**src/rtl/stage_one_fetch.sv**
```systemverilog
// -----------------------------------------------------------------------------
// stage_one_fetch -- instruction-fetch (IF) stage ahead of decode.
//
// Owns the program counter, drives a request/acknowledge instruction-memory
// port and holds the IF/ID instruction register that decode consumes.
// Decode redirects the PC with PCWrite/pcSrc (branch, jump, register,
// exception). A fetch that completes while decode is stalled is parked in a
// hold buffer. A fetch still outstanding at a redirect is drained and
// discarded in the DROP state.
//
// Optional build macro: FETCH_ALIGN_CHECK_EN
//   defined   : a misaligned redirect target vectors to EXC_VECTOR and the
//               align_fault output pulses high for one cycle.
//   undefined : no align_fault port; target bits [1:0] are forced to zero.
//
// Ports:
//   clk            clock, rising edge
//   rst            asynchronous active-low reset
//   pcSrc[2:0]     next-PC select (1 branch, 2 jump, 3 register, 4 exception)
//   PCWrite        redirect strobe, qualifies pcSrc
//   jump_jpc[31:0] shifted jump field, bits [27:0] used
//   branch_offset  sign-extended branch word (shifted left by 2 internally)
//   reg_target     register-indirect target
//   stall          decode cannot accept a new instruction this cycle
//   imem_req       instruction-memory request
//   imem_addr      fetch address
//   imem_ack       read data valid (may coincide with imem_req)
//   imem_rdata     fetched instruction word
//   instruction    IF/ID instruction register
//   pc_out         PC of the word in the instruction register
//   pc_plus4       pc_out + 4 (combinational)
//   inst_valid     instruction register holds a real instruction
//   align_fault    (FETCH_ALIGN_CHECK_EN only) one-cycle misaligned-target pulse
// -----------------------------------------------------------------------------
module stage_one_fetch #(
    parameter logic [31:0] RESET_VECTOR = 32'h0000_0000,
    parameter logic [31:0] EXC_VECTOR   = 32'h0000_0080,
    parameter logic [31:0] NOP_WORD     = 32'h0000_0000
) (
    input  logic        clk,
    input  logic        rst,
    input  logic [2:0]  pcSrc,
    input  logic        PCWrite,
    input  logic [31:0] jump_jpc,
    input  logic [31:0] branch_offset,
    input  logic [31:0] reg_target,
    input  logic        stall,
    output logic        imem_req,
    output logic [31:0] imem_addr,
    input  logic        imem_ack,
    input  logic [31:0] imem_rdata,
    output logic [31:0] instruction,
    output logic [31:0] pc_out,
    output logic [31:0] pc_plus4,
    output logic        inst_valid
`ifdef FETCH_ALIGN_CHECK_EN
    ,
    output logic        align_fault
`endif
);

    localparam logic [1:0] ST_REQ  = 2'd0;
    localparam logic [1:0] ST_HOLD = 2'd1;
    localparam logic [1:0] ST_DROP = 2'd2;

    logic [1:0]  state_r, state_n;
    logic [31:0] pc_r, pc_n;
    logic [31:0] drop_addr_r, drop_addr_n;
    logic [31:0] hold_r, hold_n;
    logic [31:0] hold_pc_r, hold_pc_n;
    logic [31:0] inst_r, inst_n;
    logic [31:0] pc_out_r, pc_out_n;
    logic        valid_r, valid_n;
    logic        redirect_s;
    logic [31:0] target_s;
    logic [31:0] load_pc_s;
    logic [31:0] pc_plus4_s;

    assign pc_plus4_s  = pc_out_r + 32'd4;
    assign pc_plus4    = pc_plus4_s;
    assign instruction = inst_r;
    assign pc_out      = pc_out_r;
    assign inst_valid  = valid_r;

    // Memory port: no request in HOLD or while reset is held; in DROP the
    // abandoned address stays on the bus until its ack drains it.
    assign imem_req  = rst & (state_r != ST_HOLD);
    assign imem_addr = (state_r == ST_DROP) ? drop_addr_r : pc_r;

    // Decode the redirect request and select its raw target.
    always_comb begin
        redirect_s = 1'b0;
        target_s   = pc_r;
        if (PCWrite) begin
            case (pcSrc)
                3'd1: begin
                    redirect_s = 1'b1;
                    target_s   = pc_plus4_s + (branch_offset << 2);
                end
                3'd2: begin
                    redirect_s = 1'b1;
                    target_s   = {pc_plus4_s[31:28], jump_jpc[27:0]};
                end
                3'd3: begin
                    redirect_s = 1'b1;
                    target_s   = reg_target;
                end
                3'd4: begin
                    redirect_s = 1'b1;
                    target_s   = EXC_VECTOR;
                end
                default: begin
                    redirect_s = 1'b0;
                    target_s   = pc_r;
                end
            endcase
        end else begin
            redirect_s = 1'b0;
            target_s   = pc_r;
        end
    end

`ifdef FETCH_ALIGN_CHECK_EN
    logic misalign_s;
    logic align_fault_r;
    logic unused_s;

    assign misalign_s  = redirect_s & (target_s[1:0] != 2'b00);
    assign load_pc_s   = misalign_s ? EXC_VECTOR : target_s;
    assign align_fault = align_fault_r;
    assign unused_s    = ^jump_jpc[31:28];

    // One-cycle pulse flagging a misaligned redirect that was vectored away.
    always_ff @(posedge clk or negedge rst) begin
        if (!rst) begin
            align_fault_r <= 1'b0;
        end else begin
            align_fault_r <= misalign_s;
        end
    end
`else
    logic unused_s;

    assign load_pc_s = {target_s[31:2], 2'b00};
    assign unused_s  = ^{jump_jpc[31:28], target_s[1:0]};
`endif

    // Next-state logic: redirect outranks stall, stall outranks normal fetch.
    always_comb begin
        state_n     = state_r;
        pc_n        = pc_r;
        drop_addr_n = drop_addr_r;
        hold_n      = hold_r;
        hold_pc_n   = hold_pc_r;
        inst_n      = inst_r;
        pc_out_n    = pc_out_r;
        valid_n     = valid_r;
        if (redirect_s) begin
            pc_n      = load_pc_s;
            inst_n    = NOP_WORD;
            valid_n   = 1'b0;
            hold_n    = NOP_WORD;
            hold_pc_n = RESET_VECTOR;
            case (state_r)
                ST_REQ: begin
                    if (imem_ack) begin
                        state_n = ST_REQ;          // data arrived now; just drop it
                    end else begin
                        state_n     = ST_DROP;
                        drop_addr_n = pc_r;         // keep the abandoned address
                    end
                end
                ST_HOLD: state_n = ST_REQ;
                ST_DROP: state_n = ST_DROP;
                default: state_n = ST_REQ;
            endcase
        end else begin
            case (state_r)
                ST_REQ: begin
                    if (imem_ack) begin
                        pc_n = pc_r + 32'd4;
                        if (stall) begin
                            hold_n    = imem_rdata;
                            hold_pc_n = pc_r;
                            state_n   = ST_HOLD;
                        end else begin
                            inst_n   = imem_rdata;
                            pc_out_n = pc_r;
                            valid_n  = 1'b1;
                        end
                    end else if (!stall) begin
                        inst_n  = NOP_WORD;
                        valid_n = 1'b0;
                    end else begin
                        state_n = ST_REQ;
                    end
                end
                ST_HOLD: begin
                    if (!stall) begin
                        inst_n   = hold_r;
                        pc_out_n = hold_pc_r;
                        valid_n  = 1'b1;
                        state_n  = ST_REQ;
                    end else begin
                        state_n = ST_HOLD;
                    end
                end
                ST_DROP: begin
                    if (imem_ack) begin
                        state_n = ST_REQ;
                    end else begin
                        state_n = ST_DROP;
                    end
                end
                default: state_n = ST_REQ;
            endcase
        end
    end

    // Fetch state, PC, hold buffer and IF/ID register.
    always_ff @(posedge clk or negedge rst) begin
        if (!rst) begin
            state_r     <= ST_REQ;
            pc_r        <= RESET_VECTOR;
            drop_addr_r <= RESET_VECTOR;
            hold_r      <= NOP_WORD;
            hold_pc_r   <= RESET_VECTOR;
            inst_r      <= NOP_WORD;
            pc_out_r    <= RESET_VECTOR;
            valid_r     <= 1'b0;
        end else begin
            state_r     <= state_n;
            pc_r        <= pc_n;
            drop_addr_r <= drop_addr_n;
            hold_r      <= hold_n;
            hold_pc_r   <= hold_pc_n;
            inst_r      <= inst_n;
            pc_out_r    <= pc_out_n;
            valid_r     <= valid_n;
        end
    end

endmodule

```
**config.mk**
```make
export PLATFORM = sky130hd
export DESIGN_NAME = stage_one_fetch
export DESIGN_NICKNAME = d
export VERILOG_FILES = /design/src/rtl/stage_one_fetch.sv
export SDC_FILE = /design/constraint.sdc
export NUM_CORES = 1
export LEC_CHECK = 0
export ABC_AREA = 1
export BUFFER_PORTS_ARGS = -buffer_cell sky130_fd_sc_hd__buf_2
export CORE_MARGIN = 5
export CORE_UTILIZATION = 57
export CTS_CLUSTER_DIAMETER = 100
export DETAILED_ROUTE_END_ITERATION = 10
export PLACE_DENSITY = 0.91
export SLEW_MARGIN = 20
export SYNTH_ARGS = -nofsm -noshare
export SYNTH_HDL_FRONTEND = slang
export SYNTH_SLANG_ARGS = --single-unit
```
**constraint.sdc**
```tcl
create_clock -name clk -period 4.2 [get_ports clk]
set_input_delay 0.63 -clock clk [delete_from_list [all_inputs] [get_ports clk]]
set_output_delay 0.63 -clock clk [all_outputs]
set_load 0.005 [all_outputs]
```
* Word level (Yosys, flattened, before mapping)
Index checks and enable logic that the tools add are counted.
Storage, ports and cells: word-level logic and storage cells 84, latch bits 0, memory bits (read-only) 0, bits in registers 195, output and inout bits 130, input bits 136, memories 0, bits in writable memories 0
Cells by class: shift operators 0, multiply operators 0, div/mod/pow operators 0, equality and inequality tests 16, reduce and logical (&&, ||, !) cells 14, mux-type cells 39, $lt $le $gt $ge 0, bitwise operators 3, $add $sub $neg 3
Operators by type and width (count):
- two-way mux 32 bit | 21
- case mux 32 bit (2 select lines) | 2
- case mux 32 bit (4 select lines) | 1
- adder 32 x 3 -> 32 bit, second input constant | 2
- adder 32 bit | 1
- two-way mux 2 bit | 5
- inequality test 3 bit, second input constant | 3
- AND reduction 3 bit | 3
- inequality test 2 bit, second input constant | 4
- nonzero test 2 bit | 4
- two-way mux 1 bit | 7
- == test 3 x 2 -> 1 bit, second input constant | 2
- case mux 2 bit (3 select lines) | 1
- inequality test 5 x 1 -> 1 bit, second input constant | 1
- AND reduction 5 bit | 1
- inequality test 4 bit, second input constant | 1
- case mux 2 bit (2 select lines) | 1
- AND reduction 2 bit | 2
- AND reduction 4 bit | 1
- OR reduction 4 bit | 1
- == test 3 x 1 -> 1 bit, second input constant | 1
- == test 3 bit, second input constant | 1
- nonzero test 3 bit | 1
- == test 2 x 1 -> 1 bit, second input constant | 1
- other kinds (6) | 7

* Logic depth before layout (Yosys ltp)
Gate-level depths: netlist of run 1.
depth in word-level cells 6, depth in mapped cells 24, mapped depth without buffers 24

* Worst setup path before layout of run 1
OpenSTA, ideal clock, no wires.
path kind reg2reg, from register pc_out_r[2], in the netlist pc_out[2], to register pc_r[30], cell stages (with the launch flop) 23, data required time 4.123 ns, path slack 1.185 ns, clock period less this slack 3.015 ns, path buffers 0, library setup time 0.077 ns, arrival time 2.938 ns, cells stage by stage dfrtp_1 ha_1 nand2_1 nor2_1 nand2_1 nor3_1 nand3_1 nor2_1 nand2_1 xor2_1 inv_1 ha_1 nand2_1 nor2_1 inv_1 nor2_1 and2_1 nand2_1 nand3_1 nand3_1 nand2_1 inv_1 a21oi_1
On the way: longest elaborated chain between the ends 5
RTL lines:
- start, declared | RTL line 72 | logic [31:0] pc_out_r, pc_out_n;
- start signal, assigned | RTL line 238 | pc_out_r <= pc_out_n;
- adder 32 x 3 -> 32 bit | RTL line 79 | assign pc_plus4_s = pc_out_r + 32'd4;
- named net pc_plus4[20] | RTL line 54 | output logic [31:0] pc_plus4,
- adder 32 bit | RTL line 98 | target_s = pc_plus4_s + (branch_offset << 2);
- case mux 32 bit (4 select lines) | RTL line 95 | case (pcSrc)
- two-way mux 32 bit | RTL line 94 | if (PCWrite) begin
- two-way mux 32 bit | RTL line 158 | if (redirect_s) begin
- end signal, assigned | RTL line 233 | pc_r <= pc_n;
- end, declared | RTL line 67 | logic [31:0] pc_r, pc_n;
The timed path passes the listed nets, and every way through them passes these cells. The select of a mux whose other input is x is not followed. A chain may end at the register's enable or synchronous reset.

* Worst setup path in the final report of run 1
from register pc_out_r[2], in the netlist pc_out[2], to register pc_r[29]
On the way: longest elaborated chain between the ends 5
RTL lines (RTL line):
- adder 32 x 3 -> 32 bit * | 79
- adder 32 bit | 98
- case mux 32 bit (4 select lines) * | 95
- two-way mux 32 bit * | 94
- two-way mux 32 bit * | 158
Mark *: on every way between the ends. The rest lies on a longest branch, timed or not. The select of a mux whose other input is x is not followed.

==> metrics.yaml, run 1 <==
ys_types: 48
slew_headroom: 0.274
core_area_mm2: 0.0228
wl_um: 43900
seqCellArea_mm2: 0.00473
arrival_ns: 4.17
ys_seq_area_frac: 0.356
cts_repair_resize_count: 0
worst_pin_slew_ns: 1.09
nNetsFinal: 2389
synth_enable_flop_cells: 0
setup.worst_path.class: "reg2reg"
peakVddDrop_mv: 0.351
drive_gt1_frac: 0.149
mostFrequentLayoutCells: "527 x nand2_1, 356 x inv_1, 252 x buf_2"
cp_common_cell: "nand2_1"
cts_tree: "yes"
finalSetupViolations: 0
path_clk_slew_ns: 0.07
multi_input_area_mm2: 0.00678
crit_path_max_fanout: 6
fin_tns_setup_ns: 0
io_pins: 266
dpl.hpwl_um: 33300
synth.avg_cell_area_um2: 6.56
ys_warn_count: 0
fillCellCount: 1975
start_util: 0.582
fin_skew_ns: 0.0168
dieArea_mm2: 0.0264
wire_per_inst_um: 17.3
rsz0062_at_grt: "false"
synth_ff_type: "dfrtp_1"
port_buffers: 253
cts_sinks: 189
synth_top_cells_by_area: "dfrtp_1 36%, nand2_1 15%, inv_1 10%"
path_depth: 22
antenna_cells: 0
power_leakage_nw: 8.45
fp.dieW_um: 163
grt_usage: 0.324
fmax_mhz: 263
ctsLongestPathBuffers: 2
drv_cap: 0
die_h_um: 163
syn_inst: 2022
grt_pass1_vias: 13204
start_kind: "register"
antenna_found_initial: 0
crit_slowest_cell: "dfrtp_1"
first_iter_violations: 1897
avgViaCountPerCell: 5.64
post-cts-setup-buffer-count: 0
cp_cell_sequence: "ha_1, nand2_1, nor2_1, nand2_1, nor3_1, nand3_1, nor2_1, nand2_1, xor2_1, inv_1, ha_1, a21oi_1, o21ai_0, inv_1, nand2_1, a21oi_1, nand2_1, nand2_1, nand3_1, nand2_1, nand2_1, nand2_1"
drcViolationCount: 0
finalHoldViolations: 0
end_kind: "register"
r2r_cells: 22
fin_cells: 2541
grt_pass1_wl_um: 68500
synth_top_area_cell: "dfrtp_1"
firstDrtPassIters: 9
power_frac_seq: 0.351
place_congestion: 0.988
grt_start_max_net_pins: 126
syn-cell-area_mm2: 0.0133
intPower_w: 0.00437
final_common_cell: "nand2_1"
synth-seq-cells: 189
cts_buffers: 17
fin_crit_sh: 0.905
utilization: 0.672
worstSetupStartpoint: "pc_out[2]$_DFFE_PN0P_"
area_delta_synth_final_pct: 15.3
critical_path.top_delay_family: "simple AND/OR/NAND/NOR gates"
critical_path_required_ns: 4.57
grt.overflow.total: 0
num_rows: 55
pwr-share-clk: 0.215
ant_nets: 0
comb_power_share: 0.434
hold_buffers: 0
pre_cts_ws_ns: 0.512
async_reset_ff_frac: 1.00
cp.buffers_inverters: 2
holdCritPathClass: "in2async"
num_vias: 14331
fin_hold_ws_ns: 0.268
outcome: "complete, no violations"
ctsHtreeMaxLevel: 4
p_per_area_mw_per_mm2: 528
worstSkewPairLatency_ns: 0.45
slowest_delay_ns: 0.48
fin_crit_ns: 3.80
yosysTopAreaCellShare: 0.356
clockRootBuffer: "clkbuf_16"
placedCellCount: 2509
p_sw_w: 0.00370
sw_frac_of_total: 0.458
drv_slew: 0
finalWorstSetupSlack_ns: 0.401
rr_startpoint: "pc_out[2]$_DFFE_PN0P_"
## final timing paths
path                                               to  slack, ns
setup / recovery                 pc_r[29]$_DFFE_PN0P_       0.40
max in group asynchronous  drop_addr_r[6]$_DFFE_PN0P_       2.95
hold / removal                   pc_r[28]$_DFFE_PN0P_       0.27
min in group clk               hold_r[22]$_DFFE_PN0P_       0.41
setup reg to reg                 pc_r[29]$_DFFE_PN0P_       0.40
hold reg to reg            drop_addr_r[5]$_DFFE_PN0P_       0.49
## power groups by stage
stage | sequential, W | combinational [W] | clock, W
6_report | 0.00283 | 0.00350 | 0.00174
5_1_grt | 0.00287 | 0.00391 | 0.00183
4_1_cts | 0.00280 | 0.00344 | 0.00175
3_5_place_dp | 0.00283 | 0.00341 | 0
3_3_place_gp | 0.00281 | 0.00332 | 0
2_1_floorplan | 0.00262 | 0.00227 | 0
## synthesized netlist by cell type (all sizes together), types with 2 or more instances
cell / count
nand2: 530
inv: 361
nor2: 256
dfrtp: 189
o21ai: 133
a31oi: 108
nand3: 95
a21oi: 72
buf: 53
clkbuf: 41
ha: 37
nor3: 30
o211ai: 22
nand4: 21
xor2: 21
a221oi: 13
a22oi: 8
and2: 4
or2: 4
nand3b: 3
a41oi: 2
nor3b: 2
nor4: 2
o2111ai: 2
o21bai: 2
o31ai: 2
## worst register-to-register path, cell delays in order (launching register included)
cell and delay (ns):
dfrtp_1 0.48, ha_1 0.23, nand2_1 0.10, nor2_1 0.14
nand2_1 0.11, nor3_1 0.30, nand3_1 0.19, nor2_1 0.21
nand2_1 0.09, xor2_1 0.13, inv_1 0.10, ha_1 0.35
a21oi_1 0.26, o21ai_0 0.18, inv_1 0.08, nand2_1 0.07
a21oi_1 0.20, nand2_1 0.09, nand2_1 0.07, nand3_1 0.06
nand2_1 0.16, nand2_1 0.09, nand2_1 0.06
## layer usage
layer  vias up  share of wire  track usage
met4         0          0.040        0.127
met1      6628           0.41        0.450
met2       767           0.45        0.514
li1       6816              -            -
met3       120          0.097       0.0481
met5         -              0            0
## registers in the layout, summed over array words and instances (netlist names)
name	cells
hold_pc_r	31
pc_r	30
hold_r	32
state_r	2
pc_out	31
drop_addr_r	30
instruction	32
inst_valid	1
## area by class of cell
cell class | count | area share
Inverter | 361 | 0.0887
Sequential cell | 189 | 0.309
Clock buffer | 17 | 0.0278
Clock inverter | 15 | 0.0144
Tap cell | 313 | 0.0256
Multi-Input combinational cell | 1379 | 0.443
Timing Repair Buffer | 267 | 0.0913
## through the flow
stage | instance area, µm² | total power (W)
finish | 15300 | 0.00807
CTS | 15300 | 0.00799
detailed placement | 14600 | 0.00624
floorplan | 13300 | 0.00489
global placement | 14600 | 0.00613
global route | 15300 | 0.00861
## kinds of logic after synthesis
group | synth area share
compound gates | 0.162
fa+ha+maj | 0.0364
buf+inv | 0.135
simple gates | 0.295
flops | 0.356
other cells | 0.000283
xor+xnor | 0.0145
No activity file was read; power rests on OpenSTA's default activity.
==> run 2: changes to the inputs <==
--- a/config.mk
+++ b/config.mk
@@ -11,7 +11,7 @@
 export CORE_UTILIZATION = 57
 export CTS_CLUSTER_DIAMETER = 100
 export DETAILED_ROUTE_END_ITERATION = 10
-export PLACE_DENSITY = 0.91
+export PLACE_DENSITY = 0.82
 export SLEW_MARGIN = 20
 export SYNTH_ARGS = -nofsm -noshare
 export SYNTH_HDL_FRONTEND = slang
==> metrics.yaml, run 2 (synthesized netlist as in run 1, its figures left out) <==
die_h_um: 163  # unchanged
fin_skew_ns: 0.0180  # +0.00121 ns
fin_area_mm2: 0.0153  # about the same
arrival_ns: 4.12  # -0.05 ns
port_buffers: 253  # unchanged
firstDrtPassIters: 5  # -4
multi_input_area_mm2: 0.00678  # about the same
finalSetupViolations: 0  # unchanged
dr_wl_met2_um: 20100  # +0.61%
dr_wl_met3_um: 4220  # -0.89%
nNetsFinal: 2389  # unchanged
worstSkewPairLatency_ns: 0.45  # about the same
wl_met1_um: 19200  # +7.2%
crit_path_max_fanout: 6  # unchanged
drv_slew: 0  # unchanged
fmax_mhz: 266  # +1.0%
end_kind: "register"
num_vias: 13993  # -2.4%
grt_start_max_net_pins: 118  # -6.3%
fin_crit_sh: 0.895  # -0.00915
avgViaCountPerCell: 5.51  # -2.4%
cts_sinks: 189  # unchanged
grt.overflow.total: 0  # unchanged
ctsHtreeMaxLevel: 4  # unchanged
antenna_found_initial: 0  # unchanged
start_util: 0.582  # unchanged
fillCellCount: 2076  # +5.1%
p_per_area_mw_per_mm2: 523  # -0.87%
slew_headroom: 0.343  # +0.0695
place_congestion: 0.992  # +0.39%
worst_pin_slew_ns: 0.982  # -0.108 ns
cts_tree: "yes"
hold_buffers: 0  # unchanged
placed_area_mm2: 0.0147  # about the same
r2r_setup_slack_ns: 0.44  # +0.04 ns
worstSetupStartpoint: "pc_out[2]$_DFFE_PN0P_"
final_common_cell: "nand2_1"
mostFrequentLayoutCells: "527 x nand2_1, 356 x inv_1, 252 x buf_2"
finalHoldViolations: 0  # unchanged
seqCellArea_mm2: 0.00473  # unchanged
pre_cts_ws_ns: 0.581  # +0.0695 ns
fin_tns_setup_ns: 0  # unchanged
num_rows: 55  # unchanged
rr_startpoint: "pc_out[2]$_DFFE_PN0P_"
top_layer_used: "met4"
dpl.hpwl_um: 33900  # +1.9%
cts_buffers: 17  # unchanged
outcome: "complete, no violations"
antenna_cells: 0  # unchanged
finalWorstSetupSlack_ns: 0.439  # +0.0384 ns
wire_per_inst_um: 17.5  # +1.1%
grt_pass1_wl_um: 69400  # +1.3%
path_clk_slew_ns: 0.09  # +0.02 ns
drive_gt1_frac: 0.149  # -0.000449
drv_cap: 0  # unchanged
post-cts-setup-buffer-count: 0  # unchanged
critical_path_required_ns: 4.56  # about the same
io_pins: 266  # unchanged
start_kind: "register"
grt_pass1_vias: 12894  # -2.3%
first_iter_violations: 1551  # -18%
holdCritPathClass: "in2async"
area_delta_synth_final_pct: 15.4  # about the same
power_leakage_nw: 8.45  # about the same
peakVddDrop_mv: 0.328  # -6.5%
cts_repair_resize_count: 0  # unchanged
ant_nets: 0  # unchanged
dieArea_mm2: 0.0264  # unchanged
fin_hold_ws_ns: 0.165  # -0.103 ns
wl_um: 44400  # +1.1%
fin_crit_ns: 3.76  # -0.0384 ns
fp.dieW_um: 163  # unchanged
clockRootBuffer: "clkbuf_16"
drcViolationCount: 0  # unchanged
rsz0062_at_grt: "false"
setup.worst_path.class: "reg2reg"
core_area_mm2: 0.0228  # unchanged
ctsLongestPathBuffers: 2  # unchanged
grt_usage: 0.331  # +0.00670
run 2: cell types whose count changed in the layout (fill, tap and decap cells not counted), sizes merged:
cell,delta
inv,-5
clkbuf,+1
bufinv,-1
clkinv,+5
run 2: worst paths after layout:
check	cells past startpoint	end
worst max-delay path	22	pc_r[30]$_DFFE_PN0P_
worst max register to register	22	pc_r[30]$_DFFE_PN0P_
max in group asynchronous	2	pc_r[16]$_DFFE_PN0P_
min in group clk	3	hold_r[23]$_DFFE_PN0P_
worst min-delay path	1	drop_addr_r[3]$_DFFE_PN0P_
worst min register to register	2	drop_addr_r[28]$_DFFE_PN0P_
run 2: worst max-delay path: stages, from the launching register on:
cell and delay [ns]:
dfrtp_1 0.48, ha_1 0.23, nand2_1 0.10, nor2_1 0.12, nand2_1 0.10, nor3_1 0.31, nand3_1 0.19, nor2_1 0.21
nand2_1 0.10, xor2_1 0.13, inv_1 0.10, ha_1 0.38, nand2_1 0.12, nor2_1 0.20, inv_1 0.06, nor2_1 0.21
and2_1 0.16, nand2_1 0.06, nand3_1 0.09, nand3_1 0.08, nand2_1 0.07, inv_1 0.04, a21oi_1 0.11
run 2: where the power goes:
part	leakage, nW	total, W	switching [W]	internal [W]
sequential	2.38	0.00283	0.000554	0.00228
combinational	5.77	0.00352	0.00230	0.00122
clock	0.297	0.00165	0.000836	0.000818
run 2: through the flow:
stage / total power [W] / cells / utilization
2_1_floorplan: 0.00489 / 2023 / -
3_3_place_gp: 0.00621 / 2508 / 0.643
3_5_place_dp: 0.00628 / 2508 / 0.643
4_1_cts: 0.00795 / 2540 / 0.671
5_1_grt: 0.00858 / 2541 / 0.672
6_report: 0.00801 / 2541 / 0.672
run 2: metal layers:
layer | vias up | GRT usage
li1 | 6814 | -
met1 | 6451 | 0.477
met2 | 664 | 0.527
met3 | 64 | 0.0575
met4 | 0 | 0.0709
met5 | - | 0
run 2: final cells by class:
type | count | share of cell area
timing repair buffer | 267 | 0.0931
tap | 313 | 0.0256
clock buffer | 18 | 0.0280
clock inverter | 14 | 0.0126
inverter | 361 | 0.0887
sequential | 189 | 0.309
multi-input combinational | 1379 | 0.443
